File: src/rtl/types_pkg.sv
// Shared types and defaults for the data scoreboard.
//   sb_state_t         scoreboard FSM state (exported for debug)
//   instruction_item_t instruction that produced a reference-model result
//   data_item_t        one memory transaction (data, address, direction)
//   error_data_item_t  mismatch record emitted with err_valid
//   model_entry_t      element stored in the model-side FIFO
package types_pkg;

  localparam int SB_DEPTH_DEFAULT   = 8;
  localparam int SB_TIMEOUT_DEFAULT = 256;

  typedef enum logic [1:0] {
    SB_IDLE    = 2'd0,
    SB_WAIT    = 2'd1,
    SB_TIMEOUT = 2'd2
  } sb_state_t;

  // NO_INST / NO_TYPE must encode as zero so an all-zero record is well formed.
  typedef enum logic [3:0] {
    NO_INST  = 4'd0,
    INST_LB  = 4'd1,
    INST_LW  = 4'd2,
    INST_SB  = 4'd3,
    INST_SW  = 4'd4,
    INST_ADD = 4'd5
  } instruction_t;

  typedef enum logic [1:0] {
    NO_TYPE    = 2'd0,
    LOAD_TYPE  = 2'd1,
    STORE_TYPE = 2'd2,
    ALU_TYPE   = 2'd3
  } instruction_type_t;

  typedef enum logic {
    READ  = 1'b0,
    WRITE = 1'b1
  } direction_t;

  typedef struct packed {
    instruction_t      instruction;
    instruction_type_t instruction_type;
    logic [31:0]       pc;
  } instruction_item_t;

  typedef struct packed {
    logic [31:0] data;
    logic [31:0] addr;
    direction_t  direction;
  } data_item_t;

  typedef struct packed {
    instruction_item_t instr;
    data_item_t        model_data;
    data_item_t        dut_data;
    logic [2:0]        error_champ;
  } error_data_item_t;

  typedef struct packed {
    instruction_item_t instr;
    data_item_t        data;
  } model_entry_t;

  // bit 0: data, bit 1: addr, bit 2: direction
  function automatic logic [2:0] compare_items(input data_item_t exp_item,
                                               input data_item_t obs_item);
    logic [2:0] champ;
    champ[0] = (exp_item.data != obs_item.data);
    champ[1] = (exp_item.addr != obs_item.addr);
    champ[2] = (exp_item.direction != obs_item.direction);
    return champ;
  endfunction

endpackage

File: src/rtl/sync_fifo.sv
// Single-clock FIFO with extra-MSB pointers.
//   clk, rst         clock, synchronous active-high reset (empties the FIFO)
//   push, wr_data    write request and data; ignored while full
//   pop              read request; ignored while empty
//   rd_data          current head, valid while !empty
//   full, empty      status derived from the pointers
module sync_fifo #(
  parameter type T     = logic [7:0],
  parameter int  DEPTH = 8
) (
  input  logic clk,
  input  logic rst,
  input  logic push,
  input  T     wr_data,
  input  logic pop,
  output T     rd_data,
  output logic full,
  output logic empty
);

  localparam int AW = $clog2(DEPTH);

  T           mem [DEPTH];
  logic [AW:0] wptr;
  logic [AW:0] rptr;
  logic        do_push;
  logic        do_pop;

  // Same index with differing MSB means the write pointer lapped the read pointer.
  assign empty   = (wptr == rptr);
  assign full    = (wptr[AW] != rptr[AW]) && (wptr[AW-1:0] == rptr[AW-1:0]);
  assign do_push = push && !full;
  assign do_pop  = pop && !empty;
  assign rd_data = mem[rptr[AW-1:0]];

  always_ff @(posedge clk) begin
    if (rst) begin
      wptr <= '0;
      rptr <= '0;
    end else begin
      if (do_push) wptr <= wptr + 1'b1;
      if (do_pop)  rptr <= rptr + 1'b1;
    end
  end

  always_ff @(posedge clk) begin
    if (!rst && do_push) mem[wptr[AW-1:0]] <= wr_data;
  end

endmodule

File: src/rtl/data_scoreboard.sv
// Compares reference-model memory transactions against DUT transactions in order.
//   clk, rst                 clock, synchronous active-high reset
//   model_valid/ready        model-side handshake; model_instr + model_data pushed
//   dut_valid/ready          DUT-side handshake; dut_data pushed
//   err_valid, err_item      one-cycle mismatch pulse and its record
//   match_count              saturating count of clean comparisons
//   mismatch_count           saturating count of failed comparisons
//   timeout                  sticky: one side waited TIMEOUT cycles unmatched
//   state                    FSM state for debug
//
// state      | meaning
// SB_IDLE    | both FIFOs empty, or both non-empty and comparing
// SB_WAIT    | exactly one FIFO holds data; wait counter running
// SB_TIMEOUT | a wait expired; left only by reset, comparisons continue
module data_scoreboard
  import types_pkg::*;
#(
  parameter int DEPTH   = SB_DEPTH_DEFAULT,
  parameter int TIMEOUT = SB_TIMEOUT_DEFAULT
) (
  input  logic              clk,
  input  logic              rst,
  input  logic              model_valid,
  output logic              model_ready,
  input  instruction_item_t model_instr,
  input  data_item_t        model_data,
  input  logic              dut_valid,
  output logic              dut_ready,
  input  data_item_t        dut_data,
  output logic              err_valid,
  output error_data_item_t  err_item,
  output logic [15:0]       match_count,
  output logic [15:0]       mismatch_count,
  output logic              timeout,
  output sb_state_t         state
);

  localparam int              CW        = $clog2(TIMEOUT) + 1;
  localparam logic [CW-1:0]   WAIT_LAST = CW'(TIMEOUT - 1);

  model_entry_t  m_in;
  model_entry_t  m_head;
  data_item_t    d_head;
  logic          m_full;
  logic          m_empty;
  logic          d_full;
  logic          d_empty;
  logic          cmp_pop;
  logic [2:0]    champ;
  logic [CW-1:0] wait_cnt;

  assign m_in        = '{instr: model_instr, data: model_data};
  assign model_ready = !m_full;
  assign dut_ready   = !d_full;
  assign cmp_pop     = !m_empty && !d_empty;
  assign champ       = compare_items(m_head.data, d_head);

  sync_fifo #(.T(model_entry_t), .DEPTH(DEPTH)) u_model_fifo (
    .clk     (clk),
    .rst     (rst),
    .push    (model_valid),
    .wr_data (m_in),
    .pop     (cmp_pop),
    .rd_data (m_head),
    .full    (m_full),
    .empty   (m_empty)
  );

  sync_fifo #(.T(data_item_t), .DEPTH(DEPTH)) u_dut_fifo (
    .clk     (clk),
    .rst     (rst),
    .push    (dut_valid),
    .wr_data (dut_data),
    .pop     (cmp_pop),
    .rd_data (d_head),
    .full    (d_full),
    .empty   (d_empty)
  );

  // err_item only changes on a mismatch, so it keeps the last failing record.
  always_ff @(posedge clk) begin
    if (rst) begin
      err_valid      <= 1'b0;
      err_item       <= '0;
      match_count    <= '0;
      mismatch_count <= '0;
    end else begin
      err_valid <= 1'b0;
      if (cmp_pop) begin
        if (champ != 3'b000) begin
          err_valid <= 1'b1;
          err_item  <= '{instr:       m_head.instr,
                         model_data:  m_head.data,
                         dut_data:    d_head,
                         error_champ: champ};
          if (mismatch_count != 16'hFFFF) mismatch_count <= mismatch_count + 16'd1;
        end else if (match_count != 16'hFFFF) begin
          match_count <= match_count + 16'd1;
        end
      end
    end
  end

  always_ff @(posedge clk) begin
    if (rst) begin
      state    <= SB_IDLE;
      wait_cnt <= '0;
      timeout  <= 1'b0;
    end else begin
      case (state)
        SB_IDLE: begin
          if (m_empty != d_empty) begin
            state    <= SB_WAIT;
            wait_cnt <= '0;
          end
        end
        SB_WAIT: begin
          if (m_empty == d_empty) begin
            state <= SB_IDLE;
          end else if (wait_cnt == WAIT_LAST) begin
            state   <= SB_TIMEOUT;
            timeout <= 1'b1;
          end else begin
            wait_cnt <= wait_cnt + 1'b1;
          end
        end
        SB_TIMEOUT: state <= SB_TIMEOUT;
        default:    state <= SB_IDLE;
      endcase
    end
  end

endmodule

File: config.mk
export PLATFORM = sky130hd
export DESIGN_NAME = data_scoreboard
export DESIGN_NICKNAME = d
export VERILOG_FILES = /design/src/rtl/types_pkg.sv /design/src/rtl/sync_fifo.sv /design/src/rtl/data_scoreboard.sv
export SDC_FILE = /design/constraint.sdc
export NUM_CORES = 1
export LEC_CHECK = 0
export ABC_AREA = 1
export ABC_CLOCK_PERIOD_IN_PS = 20000
export CAP_MARGIN = 20
export CORE_MARGIN = 2
export CORE_UTILIZATION = 35
export DETAILED_ROUTE_END_ITERATION = 16
export GPL_ROUTABILITY_DRIVEN = 1
export SYNTH_ARGS = -nofsm -noshare
export SYNTH_HDL_FRONTEND = slang
export SYNTH_SLANG_ARGS = --single-unit
export TNS_END_PERCENT = 10
File: constraint.sdc
create_clock -name clk -period 20 [get_ports clk]
set_input_delay 4 -clock clk [delete_from_list [all_inputs] [get_ports clk]]
set_output_delay 4 -clock clk [all_outputs]
set_load 0.02 [all_outputs]
==> qor.yml <==
status: "finished, final reports clean"
start_util_pct: 35.29
pre_cts_slack_ns: 11.87
yosys.area_share.simple_pct: 21.72
cts_buffers: 159
max_freq_mhz: 137.4
netlist_instances: 7086
synth.avg_cell_area_um2: 9.610
hold_depth: 2
startpoint_type: "primary input"
cts_buffer_depth: 3
worstPathArrival_ns: 7.69
cts_tree: "done"
clk_pin_slew_worst_paths_ns: 0.06
hold_path_end: "err_item[112]$_SDFFE_PP0P_"
ff2ff_path_depth: 21
crit_fanout: 100
worstHoldStart: "err_item[112]$_SDFFE_PP0P_"
worstPathCellList: "buf_2 -> inv_6 -> nand3_1 -> nor2_4 -> buf_4 -> buf_4"
fin_setup_tns_ns: 0
synth_top_cells_by_area: "edfxtp_1 59%, nand2_1 13%, dfxtp_1 7.0%"
fp.dieH_um: 445.1
cts_htree_levels: 4
synthTopCellsByCount: "2429 x nand2_1, 1344 x edfxtp_1, 884 x inv_1, 627 x nor2_1, 563 x nand3_1"
grt_overflow: 0
maxSlewHeadroom_pct: 26.33
synth_compound_area_share_pct: 4.250
crit_path_end_kind: "register"
routed_via_density: 4.876
async_reset_ff_share_pct: 0
synthAdderAreaFrac_pct: 0.1837
vias: 48830
synth-edff-count: 1344
critPathKind: "in -> reg"
post_cts_buffers: 0
drv_cap: 0
slowest_stage: "nor2_4"
clock-sinks: 1582
grt_max_degree: 218
ys_ff_latch: 1582
hold_path_class: "reg -> reg"
critPathRequiredTime_ns: 20.41
crit_start: "rst"
ir_worst_vdd_v: 0.0001092
clock_skew_ns: 0.04776
rows: 161
synthMuxAreaShare_pct: 0
syn_to_final_growth_pct: 16.37
setup_viol: 0
syn-num-nets: 7268
reg2reg_slack_ns: 13.20
antenna_found_initial: 58
fill_cells: 18280
rsz0062_at_grt: "no"
synth_cell_types: 35
die_x_um: 445.1
syn_area_um2: 68100
post_cts_resize_count: 0
grt_usage_pct: 19.82
hold_violations: 0
drive_above_1_share_pct: 4.551
whs_ns: 0.4634
setup_ws_ns: 12.72
port_buffers: 380
wl_per_cell_um: 20.20
final_nets: 7524
drcViolationCount: 0
fin_crit_sh_pct: 36.40
grt_pass1_vias: 44520
drtIter0Drc: 4387
synth_most_common_cell: "nand2_1"
clk_latency_ns: 0.81
ant_nets: 0
routed_wl_mm: 202.3
dp_hpwl_mm: 128.5
power_density_nw_per_um2: 132.6
r2r-end: "err_item[102]$_SDFFE_PP0P_"
holdBufCountCts: 0
pin_count: 381
p_leak_uw: 0.03233
place.gp.congestion: 0.9073
fin_crit_ns: 7.280
synth_top_family_by_area: "simple AND/OR/NAND/NOR gates"
synth_top_area_share_pct: 59.27
die_area_um2: 198100
ys.flop_type: "edfxtp_1"
grt_pass1_wl_mm: 292.0
core-area_um2: 193000
yosys_warnings: 0
crit_path_max_incr_delay_ns: 0.89
cts_root_buf: "clkbuf_16"
tightest_slew_ns: 1.105
final_max_slew_viol_count: 0
cpMostUsedCell: "buf_4"
final_core_util_pct: 41.06
drtPass1Iterations: 6
synth-xor-area-share_pct: 0.1158
seq_area_frac_synth_pct: 66.26
yosysTopAreaCell: "edfxtp_1"
==> flip-flops by register name (all words and copies together) (netlist names), named ones only <==
signal             count
mismatch_count        16
u_dut_fifo.mem       520
u_dut_fifo.rptr        4
u_model_fifo.wptr      4
timeout                1
state                  2
u_model_fifo.rptr      4
err_item             171
err_valid              1
wait_cnt               9
match_count           16
u_dut_fifo.wptr        4
u_model_fifo.mem     824
==> stage by stage <==
step	power [µW]	std cells	area [µm²]
floorplan	6230	7086	68100
global placement	7555	9706	74060
detailed placement	7590	9706	74060
CTS	10530	9996	79170
global route	11040	10010	79230
finish	10510	10010	79240
==> cell type report <==
cell class / instances / area, µm² / area share [%]
Clock buffer: 216 / 4422 / 5.580
Tap cell: 2526 / 3161 / 3.988
Multi-Input combinational cell: 4252 / 17990 / 22.70
Inverter: 896 / 3400 / 4.290
Clock inverter: 74 / 693.2 / 0.8747
Sequential cell: 1582 / 45150 / 56.97
Antenna cell: 17 / 42.54 / 0.05368
Timing Repair Buffer: 451 / 4389 / 5.539
==> cells by family (layout without fill, tap and decap cells) <==
group / count (synthesis) / count (layout)
AOI/OAI and AO/OA: 531 / 531
and+or+nand+nor: 3702 / 3702
DFF: 1582 / 1582
xor gates and xnor gates: 9 / 9
other: 0 / 17
buffers and inverters: 1252 / 1637
adders and majority gates: 10 / 10
==> critical path: cells and delay by family <==
kind | cells | cell delay (ns)
buf+inv | 4 | 2.12
simple gates | 2 | 1.38
==> routing by layer <==
| metal | vias to the layer above | track usage [%] | part of all wire (%) |
|---|---|---|---|
| met5 | - | 0 | 0.088 |
| met4 | 30 | 11.77 | 6.4 |
| met3 | 408 | 2.987 | 6.2 |
| met2 | 1548 | 31.97 | 47 |
| met1 | 23370 | 25.29 | 40 |
| li1 | 23470 | - | - |
==> cell usage in the layout (no fill, tap or decap), types with 67 or more instances in the layout <==
cell type and n:
a21oi_1 88, nand3_1 563, o21ai_0 303, nor2_1 621, nand2_1 2429, inv_1 883
edfxtp_1 1344, clkdlybuf4s50_1 379, clkbuf_16 166, dfxtp_1 232, buf_4 67
==> how the worst max path moves through the flow <==
| stage | depth (start not counted) | endpoint | slack [ns] |
|---|---|---|---|
| final | 6 | u_model_fifo.mem[0][55]$_DFFE_PP_ | 12.72 |
| after global routing | 6 | u_model_fifo.mem[0][40]$_DFFE_PP_ | 12.46 |
| after CTS | 6 | u_model_fifo.mem[0][8]$_DFFE_PP_ | 12.71 |
| after detailed placement | 6 | u_model_fifo.mem[0][20]$_DFFE_PP_ | 11.87 |
| after global placement | 6 | u_model_fifo.mem[0][20]$_DFFE_PP_ | 11.92 |
| after floorplan | 4 | u_model_fifo.mem[5][0]$_DFFE_PP_ | 7.89 |
==> power breakdown <==
| part | switching [µW] | total, µW | internal [µW] |
|---|---|---|---|
| Sequential | 196 | 3960 | 3770 |
| Clock | 1270 | 2940 | 1670 |
| Combinational | 2580 | 3600 | 1020 |
| Total | 4050 | 10500 | 6460 |
Note: power is estimated with default switching activity, not from simulation.
